$ cat src/rtl/muldiv_unit.sv
// Execute-stage multiply/divide engine: single-step 32x32 multiply and a
// 32-iteration restoring divider, producing a 64-bit HI/LO result.
module muldiv_unit #(
  parameter int unsigned WIDTH    = 32,
  parameter logic [7:0]  MULT_OP  = 8'b00011000,
  parameter logic [7:0]  MULTU_OP = 8'b00011001,
  parameter logic [7:0]  DIV_OP   = 8'b00011010,
  parameter logic [7:0]  DIVU_OP  = 8'b00011011
) (
  input  logic             clk,
  input  logic             resetn,
  input  logic [7:0]       alucontrol,
  input  logic             valid_i,
  input  logic [WIDTH-1:0] src_a,
  input  logic [WIDTH-1:0] src_b,
  input  logic             flush,
  output logic             stall_o,
  output logic             result_valid,
  output logic [WIDTH-1:0] hi_o,
  output logic [WIDTH-1:0] lo_o
);

  localparam int unsigned CW = 5;
  localparam int unsigned PW = 2 * WIDTH;

  typedef enum logic [2:0] {
    S_IDLE, S_MUL, S_DIV_ON, S_DIV_ZERO, S_DONE
  } state_e;

  state_e           state_q, state_d;
  logic [CW-1:0]    cnt_q, cnt_d;
  logic [WIDTH-1:0] a_q, a_d;        // multiplicand, or dividend/quotient shift register
  logic [WIDTH-1:0] b_q, b_d;
  logic [WIDTH-1:0] rem_q, rem_d;
  logic             sgn_q, sgn_d;
  logic             qneg_q, qneg_d;
  logic             rneg_q, rneg_d;
  logic [WIDTH-1:0] hi_q, hi_d, lo_q, lo_d;
  logic [WIDTH-1:0] prev_hi_q, prev_hi_d, prev_lo_q, prev_lo_d;

  logic             is_mul, is_div, is_signed;
  logic signed [WIDTH:0]  mul_a, mul_b;
  logic signed [PW-1:0]   prod;
  logic [WIDTH:0]         rem_sh, diff;
  logic                   ge;
  logic [WIDTH-1:0]       rem_nx, quo_nx;

  // Operand datapath: product and one restoring-division step.
  always_comb begin
    is_mul    = (alucontrol == MULT_OP) || (alucontrol == MULTU_OP);
    is_div    = (alucontrol == DIV_OP)  || (alucontrol == DIVU_OP);
    is_signed = (alucontrol == MULT_OP) || (alucontrol == DIV_OP);
    mul_a     = $signed({sgn_q & a_q[WIDTH-1], a_q});
    mul_b     = $signed({sgn_q & b_q[WIDTH-1], b_q});
    prod      = PW'(mul_a) * PW'(mul_b);
    rem_sh    = {rem_q, a_q[WIDTH-1]};
    diff      = rem_sh - {1'b0, b_q};
    ge        = ~diff[WIDTH];
    rem_nx    = ge ? diff[WIDTH-1:0] : rem_sh[WIDTH-1:0];
    quo_nx    = {a_q[WIDTH-2:0], ge};
  end

  // Next-state and datapath control.
  always_comb begin
    state_d   = state_q;
    cnt_d     = cnt_q;
    a_d       = a_q;
    b_d       = b_q;
    rem_d     = rem_q;
    sgn_d     = sgn_q;
    qneg_d    = qneg_q;
    rneg_d    = rneg_q;
    hi_d      = hi_q;
    lo_d      = lo_q;
    prev_hi_d = prev_hi_q;
    prev_lo_d = prev_lo_q;

    unique case (state_q)
      S_IDLE: begin
        if (valid_i && is_mul) begin
          a_d     = src_a;
          b_d     = src_b;
          sgn_d   = is_signed;
          state_d = S_MUL;
        end else if (valid_i && is_div) begin
          if (src_b == '0) begin
            state_d = S_DIV_ZERO;
          end else begin
            a_d     = (is_signed && src_a[WIDTH-1]) ? -src_a : src_a;
            b_d     = (is_signed && src_b[WIDTH-1]) ? -src_b : src_b;
            rem_d   = '0;
            cnt_d   = '0;
            qneg_d  = is_signed & (src_a[WIDTH-1] ^ src_b[WIDTH-1]);
            rneg_d  = is_signed & src_a[WIDTH-1];
            state_d = S_DIV_ON;
          end
        end
      end
      S_MUL: begin
        prev_hi_d    = hi_q;
        prev_lo_d    = lo_q;
        {hi_d, lo_d} = prod;
        state_d      = S_DONE;
      end
      S_DIV_ON: begin
        a_d   = quo_nx;
        rem_d = rem_nx;
        cnt_d = CW'(cnt_q + 1'b1);
        if (cnt_q == CW'(WIDTH - 1)) begin
          prev_hi_d = hi_q;
          prev_lo_d = lo_q;
          lo_d      = qneg_q ? -quo_nx : quo_nx;
          hi_d      = rneg_q ? -rem_nx : rem_nx;
          state_d   = S_DONE;
        end
      end
      S_DIV_ZERO: begin
        prev_hi_d = hi_q;
        prev_lo_d = lo_q;
        hi_d      = '0;
        lo_d      = '0;
        state_d   = S_DONE;
      end
      S_DONE: begin
        state_d = S_IDLE;
      end
      default: begin
        state_d = S_IDLE;
      end
    endcase

    // A flush cancels the operation; a result already staged in DONE is rolled back.
    if (flush) begin
      state_d = S_IDLE;
      if (state_q == S_DONE) begin
        hi_d = prev_hi_q;
        lo_d = prev_lo_q;
      end else begin
        hi_d = hi_q;
        lo_d = lo_q;
      end
    end
  end

  always_ff @(posedge clk or negedge resetn) begin
    if (!resetn) begin
      state_q   <= S_IDLE;
      cnt_q     <= '0;
      a_q       <= '0;
      b_q       <= '0;
      rem_q     <= '0;
      sgn_q     <= 1'b0;
      qneg_q    <= 1'b0;
      rneg_q    <= 1'b0;
      hi_q      <= '0;
      lo_q      <= '0;
      prev_hi_q <= '0;
      prev_lo_q <= '0;
    end else begin
      state_q   <= state_d;
      cnt_q     <= cnt_d;
      a_q       <= a_d;
      b_q       <= b_d;
      rem_q     <= rem_d;
      sgn_q     <= sgn_d;
      qneg_q    <= qneg_d;
      rneg_q    <= rneg_d;
      hi_q      <= hi_d;
      lo_q      <= lo_d;
      prev_hi_q <= prev_hi_d;
      prev_lo_q <= prev_lo_d;
    end
  end

  // Pipeline handshake is combinational so the acceptance cycle stalls too.
  assign stall_o = (state_q == S_MUL) || (state_q == S_DIV_ON) || (state_q == S_DIV_ZERO) ||
                   ((state_q == S_IDLE) && valid_i && (is_mul || is_div));
  assign result_valid = (state_q == S_DONE) && !flush;
  assign hi_o = hi_q;
  assign lo_o = lo_q;

endmodule

$ cat config.mk
export PLATFORM = sky130hd
export DESIGN_NAME = muldiv_unit
export DESIGN_NICKNAME = d
export VERILOG_FILES = /design/src/rtl/muldiv_unit.sv
export SDC_FILE = /design/constraint.sdc
export NUM_CORES = 2
export LEC_CHECK = 0
export CORE_MARGIN = 5
export CORE_UTILIZATION = 60
export CTS_CLUSTER_SIZE = 25
export DETAILED_ROUTE_END_ITERATION = 8
export DONT_BUFFER_PORTS = 1
export PLACE_DENSITY = 0.72
export SYNTH_ARGS = -nofsm -noshare
export SYNTH_HDL_FRONTEND = slang
export SYNTH_SLANG_ARGS = --single-unit
$ cat constraint.sdc
create_clock -name clk -period 12.9 [get_ports clk]
set_input_delay 0.645 -clock clk [delete_from_list [all_inputs] [get_ports clk]]
set_output_delay 0.645 -clock clk [all_outputs]
set_load 0.03 [all_outputs]
* After elaboration in Yosys (flattened, before gate mapping)
Cells that the tools add are included.
W data, S select, Z words.
** Cells by class
- Reduce and logical (&&, ||, !) cells :: 30
- Equal/unequal tests :: 19
- Multiplexer cells :: 38
- Multipliers :: 1
- Bitwise operators :: 8
- $add $sub $neg :: 6
** Operator list (count)
- $mux W32 :: 22
- $pmux W32 S2 :: 4
- $pmux W32 S3 :: 2
- $neg A32 Y32 :: 4
- $mul A33 B33 Y64 :: 1
- $sub A33 B32 Y33 :: 1
- $eq A8 B5 Y1 const B :: 4
- $logic_not A32 Y1 :: 1
- $mux W5 :: 3
- $mux W3 :: 4
- $ne A2 B2 Y1 const B :: 5
- $pmux W5 S2 :: 1
- $ne A3 B3 Y1 const B :: 3
- $pmux W3 S3 :: 1
- $reduce_and A3 Y1 :: 3
- $reduce_and A4 Y1 :: 2
- $logic_and A1 B1 Y1 :: 7
- $logic_or A1 B1 Y1 :: 7
- $eq A3 B2 Y1 const B :: 2
- $reduce_and A2 Y1 :: 3
- $reduce_bool A2 Y1 :: 3
- $add A5 B1 Y5 const B :: 1
- $eq A5 B5 Y1 const B :: 1
- $and A1 B1 Y1 :: 4
- 11 further kinds :: 13
** Storage, ports and cells
- Output and inout port bits :: 66
- Word-level logic and storage cells :: 114
- Register bits after elaboration :: 235
- Bits of input ports :: 76

* Logic depth before layout (Yosys ltp)
- Depth in word-level cells :: 8
- Gate-level depth with buffers :: 33
- Gate-level depth less buffers :: 30

* Least setup slack after synthesis
OpenSTA, ideal clock, no wires.
- Path type :: reg-to-reg
- Start point :: register a_q[31]
- End point :: register hi_q[31], in the netlist hi_o[31]
- Path buffers :: 2
- Setup slack :: 4.631 ns
- Data required time :: 12.769 ns
- Arrival time :: 8.138 ns
- Cell stages (with the launch flop) :: 31
- Library setup time :: 0.131 ns
- Clock period less this slack :: 8.269 ns
- Cell sequence :: dfrtp_1 -> and2_1 -> clkbuf_1 -> nand2_1 -> inv_1 -> fa_1 -> inv_1 -> fa_1 -> inv_1 -> fa_1 -> fa_1 -> inv_1 -> fa_1 -> inv_1 -> fa_1 -> inv_1 -> fa_1 -> fa_1 -> inv_1 -> ha_1 -> clkbuf_1 -> nand3_1 -> o221ai_1 -> o31a_1 -> o41a_1 -> a41oi_1 -> a221oi_1 -> a31oi_1 -> xnor2_1 -> a221oi_1 -> a21oi_1
** On the way
- Longest elaborated chain between the ends :: 7
- Elaborated cells on any way between the ends :: 9
- Classes of those cells :: 2 x add/sub; 1 x mul; 5 x mux; 1 x bitwise
** RTL lines
- start: declaration :: line 32 : logic [WIDTH-1:0] a_q, a_d;
- start signal: assignment :: line 149 : a_q <= '0;
- start signal: assignment :: line 162 : a_q <= a_d;
- $sub A33 B32 Y33 :: line 57 : diff = rem_sh - {1'b0, b_q};
- $mux W32 :: line 59 : rem_nx = ge ? diff[WIDTH-1:0] : rem_sh[WIDTH-1:0];
- $neg A32 Y32 :: line 113 : hi_d = rneg_q ? -rem_nx : rem_nx;
- $mux W32 :: line 113
- $mux W32 :: line 109 : if (cnt_q == CW'(WIDTH - 1)) begin
- $pmux W32 S3 (*) :: line 78 : unique case (state_q)
- $mux W32 (*) :: line 133 : if (flush) begin
- end signal: assignment :: line 168 : hi_q <= hi_d;
- end: declaration :: line 38 : logic [WIDTH-1:0] hi_q, hi_d, lo_q, lo_d;
Mark *: on every way between the ends. The rest lies on a longest branch, timed or not. The select of a mux whose other input is x is not followed.
A chain may end at the register's enable or synchronous reset.

* Final worst setup path
- Start point :: register b_q[1]
- End point :: register hi_q[28], in the netlist hi_o[28]
** On the way
- Longest elaborated chain between the ends :: 7
- Elaborated cells on any way between the ends :: 8
- Classes of those cells :: 2 x add/sub; 1 x mul; 5 x mux
** RTL lines
- start: declaration :: line 33 : logic [WIDTH-1:0] b_q, b_d;
- start signal: assignment :: line 150 : b_q <= '0;
- start signal: assignment :: line 163 : b_q <= b_d;
- $sub A33 B32 Y33 :: line 57
- $mux W32 :: line 59
- $neg A32 Y32 :: line 113
- $mux W32 :: line 113
- $mux W32 :: line 109
- $pmux W32 S3 (*) :: line 78
- $mux W32 (*) :: line 133
Marks and branches as above.

==> results.md <==
* Buffers inserted during post-CTS setup optimization at 0
* Worst flop-to-flop path startpoint: b_q[1]
* Layout area overhead at 3.25%
* TritonCTS clock tree: done
* Filler cells at 7496
* Synth top cells by count: 1183 x inv_1, 1126 x fa_1, 924 x nand2_1
* Fin crit period at 9.35 ns
* Global-route wire length before repair at 252000 um
* # setup viols final at 0
* CP Cell Sequence: and3_1 -> fa_1 -> fa_1 -> fa_1 -> inv_1 -> fa_1 -> inv_1 -> fa_1 -> fa_1 -> fa_1 -> inv_1 -> fa_1 -> inv_1 -> ha_1 -> nand4_1 -> nor3_1 -> nand2_1 -> a2111oi_0 -> o31ai_1 -> a211oi_1 -> a221oi_1 -> xnor2_1 -> nand2_1 -> a31oi_1
* Post-Synth Simple-Gate Area at 15.1%
* Top flip-flop cell by instance count after synthesis: dfrtp_1
* Clock tree skew after final layout at 0.0439 ns
* DIE AREA at roughly 0.095 mm2
* Placeable Area at 0.0882 mm2
* Number of antenna violations at the first check in global routing at 6
* Number of search-and-repair iterations in the first detailed-routing pass at 6
* Nets at 7155
* Maximum operating frequency at around 110 MHz
* Period Utilization, post-route at between 70% and 80%
* Largest family of logic cells by synthesized area: adder cells
* Cell with the most instances on the worst path: fa_1
* Reg-to-reg endpoint: hi_o[28]
* Hold Path Stages at 1
* Relative slew slack at 11.3%
* Number of enable-type register cells in the synthesized netlist at 0
* Count of H-tree levels built during CTS at 1
* # DRC at 0
* IO buf count at 0
* Slowest CP cell: dfrtp_1
* Synth warn at 0
* Pin count of the biggest net entering global routing at 236
* Root buffer cell: clkbuf_16
* Portion of the post-synthesis area used by sequential elements at roughly 11%
* Hold path startpoint: flush
* Hold Path Class: in2reg
* Worst-path clk slew at about 0.07 ns
* First-iteration detailed-routing DRC count at 3424
* Drt wl/cell at 22.7 um
* Count of cell types in the netlist at a little over 90
* Leftover overflow at the end of global routing at 0
* Clock insertion delay at the later pin of the skew report at slightly below 0.6 ns
* Worst-margin pin slew at 1.33 ns
* Crit path kind: reg2reg
* Via total after detailed routing at a little over 40k
* All-layer global routing usage at 34.0%
* Fraction of layout cells with a size suffix above 1 at 4.54%
* Adder-cell share of the synthesized area at 48.3%
* Synth Net Count at 7405
* WP buf/inv at 4
* CTS sink count at 235
* Half-perimeter wire length after detailed placement at 124000 um
* Routed WL at roughly 160000 um
* Post-Synth XOR/XNOR Area at under 10%
* Area fraction of the dominant cell type after synthesis at 42.4%
* Cell family contributing the most delay on the critical path: adder cells
* Maximum fanout encountered on the critical timing path at 34
* Area of the multi-input gates at 0.0415 mm2
* Number of top-level pins at 142
* Share of async-settable or async-resettable flops after synthesis at 100%
* Height of the die at 308 um
* Element type at the critical path end: flop
* Average instance area after synthesis at 8.94 um2
* Starting utilization of the core area at roughly 60%
* Most area-hungry cell type in the Yosys netlist: fa_1
* CTS Buf Count at 26
* Critical path arrival at roughly 10 ns
* Cell Area, Synth at around 0.053 mm2
* Buffer depth of the longest clock path at 3
* Flip-flop and latch area at 0.00588 mm2
* Number of global-route vias before repair at 44.7k
* Total negative slack at 0 ns
* Worst Hold Endpoint: state_q[1]
* Final Hold Viols at 0
* Via density per instance at 5.99
* Element type at the critical path start: flop
* Most common cell in the synthesized netlist: inv_1
* Post-synthesis register bit count at 235
* Die X-Extent at 308 um
* Final weighted congestion in routability-driven placement at 0.993
* Area contributors post-synth: fa_1 42%, dfrtp_1 11%, inv_1 8.3%
* Multiplexer fraction of the synthesized cell area at 2.05%
* Residual antenna-violating net count after detailed routing at 0
* Worst-case reg-to-reg path depth at 24
* Number of max-slew violations in the final report at 0
* Worst Hold Margin at 0.127 ns
* Max-cap check violation count at 0
* Required time worst endpoint at 13.41 ns
* Num rows at 109
* Setup repair after global routing missed its margin: false
* Complex-gate fraction of the synthesized area at 8.92%
* Status: finished, final reports clean
* Delay of the slowest cell on the worst path at 1.09 ns
* Gate Count Post-Synth at 5952
* Reg2Reg Setup Slack at 3.55 ns
[worst max path at each step]
stage | from | endpoint | slack (ns) | cells after the start
2_1_floorplan | a_q[31] | hi_o[31] | 4.63 | 30
3_3_place_gp | b_q[1] | hi_o[11] | 3.79 | 28
3_5_place_dp | b_q[1] | hi_o[31] | 3.71 | 26
4_1_cts | b_q[1] | hi_o[31] | 3.69 | 26
5_1_grt | sgn_q | hi_o[31] | 3.14 | 28
6_report | b_q[1] | hi_o[28] | 3.55 | 24
[metal layers]
layer	vias up	GRT usage (%)	routed length, um
li1	17700	-	-
met1	21144	44.2	59200
met2	1987	55.9	74300
met3	424	8.12	15200
met4	6	13.2	7930
met5	-	0	40
[through the flow]
stage               instances  instance area, um2  util (%)  setup slack, ns
floorplan                5952               53200         -             4.63
global placement         6838               54000      61.2             3.79
detailed placement       6838               54000      61.2             3.71
CTS                      6887               54900      62.2             3.69
global route             6887               54900      62.2             3.14
finish                   6892               54900      62.2             3.55
[flip-flops by register name (all words and copies together), names as in the netlist]
name	cells
cnt_q	5
state_q	3
b_q	32
a_q	32
prev_hi_q	32
prev_lo_q	32
qneg_q	1
sgn_q	1
rneg_q	1
hi_o	32
lo_o	32
rem_q	32
[repair_timing]
item,4_1_cts,5_1_grt
hold buffers,1,0
endpoints found under the hold margin,235,0
gates resized for setup,0,0
[cells by family after synthesis]
kind of cell	Yosys count
AO/OA/AOI/OAI	730
XOR/XNOR	221
adder cells (fa/ha/maj)	1377
buffers and inverters	1551
flip-flops	235
multiplexers	99
AND/OR/NAND/NOR	1739
[placed cells by master, fill, tap and decap left out, types with 42 or more instances in the layout]
| master | n |
|---|---|
| o21ai_0 | 236 |
| nor2_1 | 222 |
| inv_1 | 1182 |
| and2_1 | 321 |
| nand2_1 | 923 |
| fa_1 | 1126 |
| ha_1 | 251 |
| xnor2_1 | 125 |
| xor2_1 | 96 |
| a21o_1 | 42 |
| dfrtp_1 | 233 |
| a21oi_1 | 152 |
| buf_4 | 86 |
| nor3_1 | 55 |
| mux2_2 | 70 |
[worst reg2reg max path: stages (launching register included)]
cell and delay, ns:
dfrtp_1 1.09, and3_1 0.36, fa_1 0.52, fa_1 0.63
fa_1 0.53, inv_1 0.44, fa_1 0.51, inv_1 0.08
fa_1 0.45, fa_1 0.53, fa_1 0.49, inv_1 0.05
fa_1 0.48, inv_1 0.04, ha_1 0.40, nand4_1 0.20
nor3_1 0.22, nand2_1 0.13, a2111oi_0 0.67, o31ai_1 0.23
a211oi_1 0.45, a221oi_1 0.20, xnor2_1 0.33, nand2_1 0.10
a31oi_1 0.16
[cell type report]
class | count | area share, %
clock inverters | 14 | 0.271
multi-input cells | 4166 | 75.6
well taps | 1165 | 2.65
clock buffers | 34 | 1.37
repair buffers | 87 | 1.23
diodes | 5 | 0.0228
flip-flops and latches | 235 | 10.7
inverters | 1186 | 8.11
Power is not shown: default switching activity piles up to over one toggle a cycle in this logic, so the estimate is an artifact.
